--- config.mk ---
export PLATFORM = sky130hd
export DESIGN_NAME = fp_div_sequencer
export DESIGN_NICKNAME = d
export VERILOG_FILES = /design/src/rtl/fp_div_sequencer.sv
export SDC_FILE = /design/constraint.sdc
export NUM_CORES = 1
export LEC_CHECK = 0
export ABC_AREA = 1
export CAP_MARGIN = 20
export CORE_ASPECT_RATIO = 0.8
export CORE_MARGIN = 8
export CORE_UTILIZATION = 50
export CTS_BUF_LIST = sky130_fd_sc_hd__clkbuf_4 sky130_fd_sc_hd__clkbuf_8 sky130_fd_sc_hd__clkbuf_16
export DETAILED_ROUTE_END_ITERATION = 16
export GPL_ROUTABILITY_DRIVEN = 0
export PLACE_DENSITY = 0.76
export SLEW_MARGIN = 25
export SYNTH_ARGS = -nofsm -noshare
export SYNTH_HDL_FRONTEND = slang
export SYNTH_SLANG_ARGS = --single-unit
--- constraint.sdc ---
create_clock -name clk -period 4.5 [get_ports clk]
set_input_delay 1.35 -clock clk [delete_from_list [all_inputs] [get_ports clk]]
set_output_delay 1.35 -clock clk [all_outputs]
set_load 0.005 [all_outputs]
--- src/rtl/fp_div_sequencer.sv ---
// fp_div_sequencer
//   Issue/return stage in front of the bfloat16 divider (fp_div).
//   - Caller side: operand pairs plus a tag come in over a ready/valid
//     handshake and are queued in a DEPTH-entry FIFO.
//   - Divider side: one operation at a time is launched with a one-cycle
//     div_start pulse. div_opA/div_opB stay stable until div_valid comes back.
//   - Result side: the quotient, its flags and the caller tag are held on a
//     ready/valid output until the consumer accepts them.
//   - An operation that gets no div_valid within TIMEOUT cycles is aborted.
//     It returns the canonical NaN 16'h7FC0 with out_err set.
//
// Ports
//   clk, reset        clock; asynchronous active-high reset
//   in_valid/in_ready operand handshake (in_ready = FIFO not full)
//   in_a, in_b        bfloat16 dividend / divisor
//   in_tag            caller tag, returned unmodified with the result
//   div_start         one-cycle launch pulse to the divider
//   div_opA, div_opB  registered operands to the divider
//   div_quotient      divider result
//   div_underflow,
//   div_overflow,
//   div_inexact       divider status flags
//   div_valid         one-cycle result strobe from the divider
//   out_valid/out_ready  result handshake
//   out_result        quotient, or 16'h7FC0 on timeout
//   out_flags         {underflow, overflow, inexact}
//   out_err           1 when the operation timed out
//   out_tag           tag of the returned operation
//   count             FIFO occupancy
//   busy              an operation is queued or in progress
module fp_div_sequencer #(
    parameter int DEPTH   = 4,
    parameter int TAG_W   = 4,
    parameter int TIMEOUT = 64
) (
    input  logic                     clk,
    input  logic                     reset,
    input  logic                     in_valid,
    output logic                     in_ready,
    input  logic [15:0]              in_a,
    input  logic [15:0]              in_b,
    input  logic [TAG_W-1:0]         in_tag,
    output logic                     div_start,
    output logic [15:0]              div_opA,
    output logic [15:0]              div_opB,
    input  logic [15:0]              div_quotient,
    input  logic                     div_underflow,
    input  logic                     div_overflow,
    input  logic                     div_inexact,
    input  logic                     div_valid,
    output logic                     out_valid,
    input  logic                     out_ready,
    output logic [15:0]              out_result,
    output logic [2:0]               out_flags,
    output logic                     out_err,
    output logic [TAG_W-1:0]         out_tag,
    output logic [$clog2(DEPTH):0]   count,
    output logic                     busy
);

    localparam int PTR_W   = $clog2(DEPTH);
    localparam int CNT_W   = $clog2(TIMEOUT);
    localparam int ENTRY_W = 32 + TAG_W;

    localparam logic [PTR_W:0]   DEPTH_CNT = (PTR_W+1)'(DEPTH);
    localparam logic [PTR_W:0]   CNT_ONE   = (PTR_W+1)'(1);
    localparam logic [PTR_W-1:0] PTR_ONE   = PTR_W'(1);
    localparam logic [CNT_W-1:0] WAIT_LAST = CNT_W'(TIMEOUT - 1);
    localparam logic [CNT_W-1:0] WAIT_ONE  = CNT_W'(1);
    localparam logic [15:0]      NAN_RESULT = 16'h7FC0;

    typedef enum logic [1:0] {
        S_IDLE,
        S_ISSUE,
        S_WAIT,
        S_RESP
    } state_t;

    state_t              state_q, state_d;
    logic [PTR_W-1:0]    wr_ptr_q, wr_ptr_d;
    logic [PTR_W-1:0]    rd_ptr_q, rd_ptr_d;
    logic [PTR_W:0]      count_q, count_d;
    logic [15:0]         op_a_q, op_a_d;
    logic [15:0]         op_b_q, op_b_d;
    logic [TAG_W-1:0]    tag_q, tag_d;
    logic [15:0]         result_q, result_d;
    logic [2:0]          flags_q, flags_d;
    logic                err_q, err_d;
    logic [CNT_W-1:0]    wait_cnt_q, wait_cnt_d;

    logic [ENTRY_W-1:0]  fifo_mem [DEPTH];
    logic [ENTRY_W-1:0]  head;
    logic                fifo_full;
    logic                fifo_empty;
    logic                push;
    logic                pop;

    // Operand storage. The head is read straight into the operand/tag
    // registers, so the registered read lives in op_a_q/op_b_q/tag_q.
    always_ff @(posedge clk) begin
        if (push) begin
            fifo_mem[wr_ptr_q] <= {in_a, in_b, in_tag};
        end
    end

    assign head = fifo_mem[rd_ptr_q];

    always_comb begin
        fifo_full  = (count_q == DEPTH_CNT);
        fifo_empty = (count_q == '0);
        // A full FIFO refuses the push even if the head leaves this cycle.
        push       = in_valid && !fifo_full;
        // The head is taken when leaving IDLE, or when a response is
        // accepted and more work is queued (straight back to ISSUE).
        pop        = !fifo_empty &&
                     ((state_q == S_IDLE) || (state_q == S_RESP && out_ready));
    end

    // FIFO pointers and occupancy
    always_comb begin
        wr_ptr_d = wr_ptr_q;
        rd_ptr_d = rd_ptr_q;
        count_d  = count_q;
        if (push) begin
            wr_ptr_d = wr_ptr_q + PTR_ONE;
        end
        if (pop) begin
            rd_ptr_d = rd_ptr_q + PTR_ONE;
        end
        case ({push, pop})
            2'b10:   count_d = count_q + CNT_ONE;
            2'b01:   count_d = count_q - CNT_ONE;
            default: count_d = count_q;
        endcase
    end

    // Sequencer next state and datapath
    always_comb begin
        state_d    = state_q;
        op_a_d     = op_a_q;
        op_b_d     = op_b_q;
        tag_d      = tag_q;
        result_d   = result_q;
        flags_d    = flags_q;
        err_d      = err_q;
        wait_cnt_d = wait_cnt_q;

        if (pop) begin
            op_a_d = head[ENTRY_W-1 -: 16];
            op_b_d = head[TAG_W +: 16];
            tag_d  = head[TAG_W-1:0];
        end

        case (state_q)
            S_IDLE: begin
                if (!fifo_empty) begin
                    state_d = S_ISSUE;
                end
            end
            S_ISSUE: begin
                wait_cnt_d = '0;
                state_d    = S_WAIT;
            end
            S_WAIT: begin
                // A result in the final WAIT cycle still beats the timeout.
                if (div_valid) begin
                    result_d = div_quotient;
                    flags_d  = {div_underflow, div_overflow, div_inexact};
                    err_d    = 1'b0;
                    state_d  = S_RESP;
                end else if (wait_cnt_q == WAIT_LAST) begin
                    result_d = NAN_RESULT;
                    flags_d  = 3'b000;
                    err_d    = 1'b1;
                    state_d  = S_RESP;
                end else begin
                    wait_cnt_d = wait_cnt_q + WAIT_ONE;
                end
            end
            S_RESP: begin
                if (out_ready) begin
                    state_d = fifo_empty ? S_IDLE : S_ISSUE;
                end
            end
            default: begin
                state_d = S_IDLE;
            end
        endcase
    end

    always_ff @(posedge clk or posedge reset) begin
        if (reset) begin
            state_q    <= S_IDLE;
            wr_ptr_q   <= '0;
            rd_ptr_q   <= '0;
            count_q    <= '0;
            op_a_q     <= '0;
            op_b_q     <= '0;
            tag_q      <= '0;
            result_q   <= '0;
            flags_q    <= '0;
            err_q      <= 1'b0;
            wait_cnt_q <= '0;
        end else begin
            state_q    <= state_d;
            wr_ptr_q   <= wr_ptr_d;
            rd_ptr_q   <= rd_ptr_d;
            count_q    <= count_d;
            op_a_q     <= op_a_d;
            op_b_q     <= op_b_d;
            tag_q      <= tag_d;
            result_q   <= result_d;
            flags_q    <= flags_d;
            err_q      <= err_d;
            wait_cnt_q <= wait_cnt_d;
        end
    end

    assign in_ready   = !fifo_full;
    assign div_start  = (state_q == S_ISSUE);
    assign div_opA    = op_a_q;
    assign div_opB    = op_b_q;
    assign out_valid  = (state_q == S_RESP);
    assign out_result = result_q;
    assign out_flags  = flags_q;
    assign out_err    = err_q;
    assign out_tag    = tag_q;
    assign count      = count_q;
    assign busy       = (state_q != S_IDLE) || !fifo_empty;

endmodule

==> results of run 1 <==
==> flip-flops by register name, summed over array words and instances (netlist names) <==
| name | flops |
|---|---|
| out_err | 1 |
| fifo_mem | 144 |
| state_q | 2 |
| out_result | 16 |
| wait_cnt_q | 6 |
| out_flags | 3 |
| count | 3 |
| div_opA | 16 |
| rd_ptr_q | 2 |
| out_tag | 4 |
| div_opB | 16 |
| wr_ptr_q | 2 |
==> metrics by stage <==
stage               area [sq um]  cells  util, %
floorplan                   8620    745        -
CTS                        10700   1106     62.7
global route               10700   1106     62.7
global placement           10000   1067     58.7
finish                     10700   1106     62.7
detailed placement         10000   1067     58.7
==> area by class of cell <==
cell class	instances	area share (%)
Clock inverter	8	0.350
Sequential cell	215	56.9
Tap cell	225	2.62
Multi-Input combinational cell	468	20.9
Timing Repair Buffer	135	12.3
Inverter	24	0.863
Clock buffer	31	6.10
==> power by group through the flow <==
stage	clock [mW]	combinational, mW	sequential, mW
finish	1.71	2.63	2.96
global route	1.81	2.97	3.03
CTS	1.74	2.68	2.97
detailed placement	0	2.66	3.00
global placement	0	2.61	2.98
floorplan	0	1.66	2.96
==> final timing paths <==
path	endpoint	slack, ns	depth (start not counted)
min in group asynchronous	out_flags[2]	1.32	2
max in group asynchronous	div_opB[3]	2.55	3
max	busy	1.26	4
min reg2reg	div_opB[4]	0.48	2
max reg2reg	out_result[14]	2.01	6
min	div_opB[4]	0.48	2
==> synthesized netlist by cell type, types with 2 or more instances <==
master / number
a21oi_1: 2
buf_2: 21
buf_4: 4
buf_6: 5
clkbuf_1: 8
dfrtp_1: 71
edfxtp_1: 144
ha_1: 11
inv_1: 22
inv_2: 2
nand2_1: 183
nand3_1: 30
nand3_2: 2
nor2_1: 108
nor2_2: 2
o21a_1: 36
o21ai_0: 80
o21bai_1: 2
xor2_1: 3
==> worst max-delay path, cell delays in order, from the launching register on <==
cell and delay (ns):
dfrtp_1 0.42, inv_1 0.11, ha_1 0.22, nand4_1 0.13, clkdlybuf4s50_1 0.52
==> cell families (layout without fill, tap and decap cells) <==
kind of cell | after synthesis | count (layout)
XOR/XNOR | 4 | 4
buffers and inverters | 62 | 198
AND/OR/NAND/NOR | 329 | 329
flip-flops | 215 | 215
AO/OA/AOI/OAI | 123 | 123
adder cells (fa/ha/maj) | 12 | 12
==> metal layers <==
layer / track usage [%] / vias to the layer above
met1: 22.8 / 2659
met3: 3.36 / 34
met5: 0 / -
met4: 5.14 / 0
met2: 26.0 / 140
li1: - / 2762
==> qor.csv, run 1 <==
stage;metric;value;unit
synth;yosys.cell_types.count;28;
cts;cts_resized;0;
hold_path;hold_path.class;register to register;
layout;ff_latch_area;0.00610;sq mm
layout;final_common_cell;nand2_1;
synth;synth_top_family_by_area;simple AND/OR/NAND/NOR gates;
cts;cts_setup_buffers;0;
worst_setup_path;cp_max_fo;5;
detailed_routing;initialDrtViolationCount;428;
layout;drive_gt1_share;7.49;%
timing;hold_slack;0.476;ns
timing;finalHoldViolCount;0;
detailed_routing;drc;0;
cts;cts.clk_slew.worst_paths;0.06;ns
worst_setup_path;r2r-start;state_q[0];
layout;multi_input_area;0.00224;sq mm
floorplan;die_w;163;microns
cts;clockBufferDepth;3;
global_route;grt_max_degree;74;
detailed_routing;ant_nets;0;
timing;layout_worst_path_cycle_share;72.0;%
worst_setup_path;crit_required;3.15;ns
timing;period_needed;3.24;ns
layout;nets;938;
power_and_ir_drop;leakage;4.30;nW
synth;synthFlopType;edfxtp_1;
synth;ys_ff_latch;215;
detailed_routing;viasPerCell;5.06;
floorplan;die-area;0.0217;sq mm
global_route;overflow;0;
timing;setup-tns-final;0;ns
timing;max_slew_margin;48.0;%
cts;h-tree-depth;1;
placed_design;io_buffers;122;
synth;synth_area_leaders;edfxtp_1 (50%), dfrtp_1 (21%), nand2_1 (8.0%);
power_and_ir_drop;switchingPower;2.47;mW
global_route;grt_util_all_layers;16.5;%
synth;yosysTopAreaCell;edfxtp_1;
worst_setup_path;start_kind;register;
cts;cts.sinks;215;
worst_setup_path;critical_path_class;register to primary output;
layout;syn_to_final_growth;24.4;%
global_route;antenna_found_initial;0;
worst_setup_path;worstPathArrival;1.89;ns
synth;synth-adder-area-share;1.83;%
power_and_ir_drop;power_frac_seq;40.6;%
power_and_ir_drop;cellPowerDensity;681;mW/mm^2
detailed_routing;dr_wl_met2;8.41;mm
synth;yosys.area_share.simple;15.1;%
power_and_ir_drop;switching_share;33.8;%
layout;fill_cells;1343;
timing;skew;0.00647;ns
synth;yosysWarnings;0;
synth;synth_xor_area_share;0.406;%
synth;synth_edf_count;144;
global_route;grt_pass1_vias;5540;
floorplan;io_pins;123;
synth;avgSynthCellArea;11.6;sq um
placed_design;place_hpwl;11.5;mm
floorplan;die_y;133;microns
layout;final_cell_mix;nand2_1 (182), edfxtp_1 (144), clkdlybuf4s50_1 (122), nor2_1 (104), o21ai_0 (80);
detailed_routing;wirelength;18.1;mm
synth;seq_area_frac_synth;70.7;%
worst_setup_path;critPathLaunch;state_q[0];
power_and_ir_drop;combPwrFrac;36.0;%
timing;worstMarginPinSlew;0.778;ns
timing;timing.final.ws_setup;1.26;ns
detailed_routing;dr.max_layer_used;met4;
power_and_ir_drop;peakVddDrop;0.000366;V
detailed_routing;dr_wl_met3;1.03;mm
timing;drv_slew;0;
flow_run;timing.max_cap.violations;0;
synth;syn_area;0.00862;sq mm
power_and_ir_drop;clock_power_share;23.4;%
cts;cts_buffers;22;
cts;cts_tree;yes;
floorplan;start_util;50.4;%
outcome;status;finished clean;
cts;root_buffer;clkbuf_16;
placed_design;pre_cts_slack;1.04;ns
power_and_ir_drop;internal-power;4.84;mW
detailed_routing;vias;5595;
cts;cts.hold.buffers_added;0;
timing;final-setup-viol-count;0;
detailed_routing;wl_per_cell;16.3;microns
synth;synth_top_area_share;50.1;%
detailed_routing;first_pass_iters;5;
hold_path;min_from;div_opB[4];
floorplan;core;0.0171;sq mm
worst_setup_path;end_kind;primary output;
synth;async_reset_ff_share;33.0;%
layout;n_antenna_cell;0;
power_and_ir_drop;power.total;7.31;mW
floorplan;num_rows;43;
cts;clock_latency;0.49;ns
synth;synth_fp_nets;817;
synth;synthCells;745;
timing;grt_setup_unrepaired;false;
synth;synth_mux_area_share;0;%
global_route;grt_pass1_wl;29.2;mm
synth;synth_compound_area_share;8.33;%
timing;fmaxAchievable;0.309;GHz
detailed_routing;drt-met1-wl;8.18;mm
(Power assumes the default switching activity.)
==> inputs of run 2 (changes only) <==
Settings changed: CORE_UTILIZATION 50 to 49, PLACE_DENSITY 0.76 to 0.78.
Clock period 4.5 ns to 2.9 ns, I/O delays scaled along.
==> run 2 against run 1 <==
  * Register-to-register slack got worse by 1.2 ns
  * First-iteration DRC count down 26%
  * Cell count up 0.45%
  * Total power up 56%
  * Critical path type unchanged
  * Critical endpoint unchanged
  * Highest routed layer is now met5
==> qor.csv, run 2 (synthesized netlist as in run 1, its figures left out) <==
stage;metric;value;unit
outcome;status;finished clean;
timing;worstMarginPinSlew;0.736;ns
floorplan;io_pins;123;
worst_setup_path;start_kind;register;
cts;clockBufferDepth;3;
layout;multi_input_area;0.00224;sq mm
floorplan;die-area;0.0221;sq mm
hold_path;hold_path.class;register to register;
worst_setup_path;cp_cell_sequence;inv_1 > ha_1 > nand4_1 > clkdlybuf4s50_1;
detailed_routing;initialDrtViolationCount;318;
global_route;grt_util_all_layers;16.0;%
worst_setup_path;cp_max_fo;5;
worst_setup_path;cp_num_buf_inv;2;
floorplan;num_rows;43;
layout;final_common_cell;nand2_1;
timing;skew;0.00844;ns
cts;clock_latency;0.49;ns
worst_setup_path;crit_required;2.03;ns
worst_setup_path;max_stage_delay;0.48;ns
cts;root_buffer;clkbuf_16;
layout;fill_cells;1309;
cts;cts_setup_buffers;0;
timing;hold_slack;0.475;ns
worst_setup_path;path_delay_family;buffers and inverters;
worst_setup_path;critical_path_class;register to primary output;
placed_design;place_hpwl;11.3;mm
layout;syn_to_final_growth;25.6;%
timing;final-setup-viol-count;0;
worst_setup_path;end_kind;primary output;
global_route;use_met3;3.47;%
layout;n_antenna_cell;0;
floorplan;start_util;49.9;%
cts;cts.sinks;215;
detailed_routing;viasPerCell;4.98;
detailed_routing;vias;5532;
detailed_routing;ant_nets;0;
layout;largest-register;fifo_mem;
detailed_routing;wl_per_cell;16.0;microns
global_route;grt_pass1_vias;5485;
layout;final_core_utilization;62.7;%
detailed_routing;drc;0;
power_and_ir_drop;peakVddDrop;0.000609;V
detailed_routing;wirelength;17.8;mm
timing;finalHoldViolCount;0;
cts;cts.clk_slew.worst_paths;0.06;ns
floorplan;die_w;164;microns
timing;grt_setup_unrepaired;false;
layout;drive_gt1_share;8.01;%
timing;fmaxAchievable;0.366;GHz
floorplan;die_y;135;microns
layout;nets;943;
cts;cts_tree;yes;
global_route;gr-max-usage-layer;met2;
global_route;overflow;0;
timing;max_slew_margin;50.9;%
timing;drv_slew;0;
cts;cts_resized;0;
worst_setup_path;crit_slowest_cell;clkdlybuf4s50_1;
floorplan;core;0.0173;sq mm
cts;cts.hold.buffers_added;0;
timing;layout_worst_path_cycle_share;94.3;%
power_and_ir_drop;leakage;4.34;nW
detailed_routing;first_pass_iters;4;
global_route;grt_max_degree;74;
cts;h-tree-depth;1;
power_and_ir_drop;cellPowerDensity;1050;mW/mm^2
layout;largest_register_ffs;144;
timing;period_needed;2.74;ns
cts;cts_buffers;22;
global_route;grtUsageMet2;26.3;%
layout;ff_latch_area;0.00610;sq mm
global_route;grt_util_met1;21.2;%
global_route;antenna_found_initial;1;
placed_design;io_buffers;122;
layout;final_cell_mix;nand2_1 (182), edfxtp_1 (144), clkdlybuf4s50_1 (122), nor2_1 (104), o21ai_0 (80);
worst_setup_path;worstPathArrival;1.87;ns
flow_run;timing.max_cap.violations;0;
global_route;grt_pass1_wl;28.5;mm
## run 2: cell count changes in the layout (fill, tap and decap cells not counted)
cell and delta:
clkinv_2 -1, dfrtp_1 -1, inv_4 -1, buf_12 +5, clkinv_4 +1, dfrtp_2 +1
clkinv_1 +1
## run 2: cell type report
class                   instances  area share, %
clock buffers                  31           6.04
clock inverters                 8          0.370
inverters                      24          0.843
multi-input cells             468           20.7
flip-flops and latches        215           56.3
well taps                     225           2.60
repair buffers                140           13.1
## run 2: tightest hold or removal path: stages, from the launching register on
cell     delay [ns]
dfrtp_1        0.34
nand2_1        0.05
nand2_1        0.05
## run 2: per-layer routing
metal	share of wire (%)	wire, microns
met2	47	8370
met1	44	7850
met5	0.073	13
met3	6.7	1190
met4	2.3	409
## run 2: worst paths after layout
path	cells past startpoint	start	endpoint	slack (ns)
hold / removal	2	div_opA[4]	div_opA[4]	0.48
setup / recovery	4	state_q[0]	busy	0.16
hold reg to reg	2	div_opA[4]	div_opA[4]	0.48
min in group asynchronous	2	reset	out_tag[0]	0.76
max in group asynchronous	3	reset	state_q[0]	1.52
setup reg to reg	11	state_q[0]	count[2]	0.84
## run 2: power by group
group	switching (mW)	leakage, nW	total (mW)	internal, mW
Clock	1.08	0.352	2.65	1.57
Sequential	0.411	2.18	4.61	4.20
Combinational	2.32	1.81	4.14	1.82
## run 2: through the flow
stage	TNS [ns]	power (mW)	instances	setup WS [ns]	instance area, sq um
floorplan	-14.53	7.18	745	-0.101	8620
global placement	0	8.76	1072	0.222	10100
detailed placement	0	8.87	1072	0.221	10100
CTS	0	11.6	1111	0.0764	10800
global route	0	12.2	1111	0.00231	10800
finish	0	11.4	1111	0.164	10800
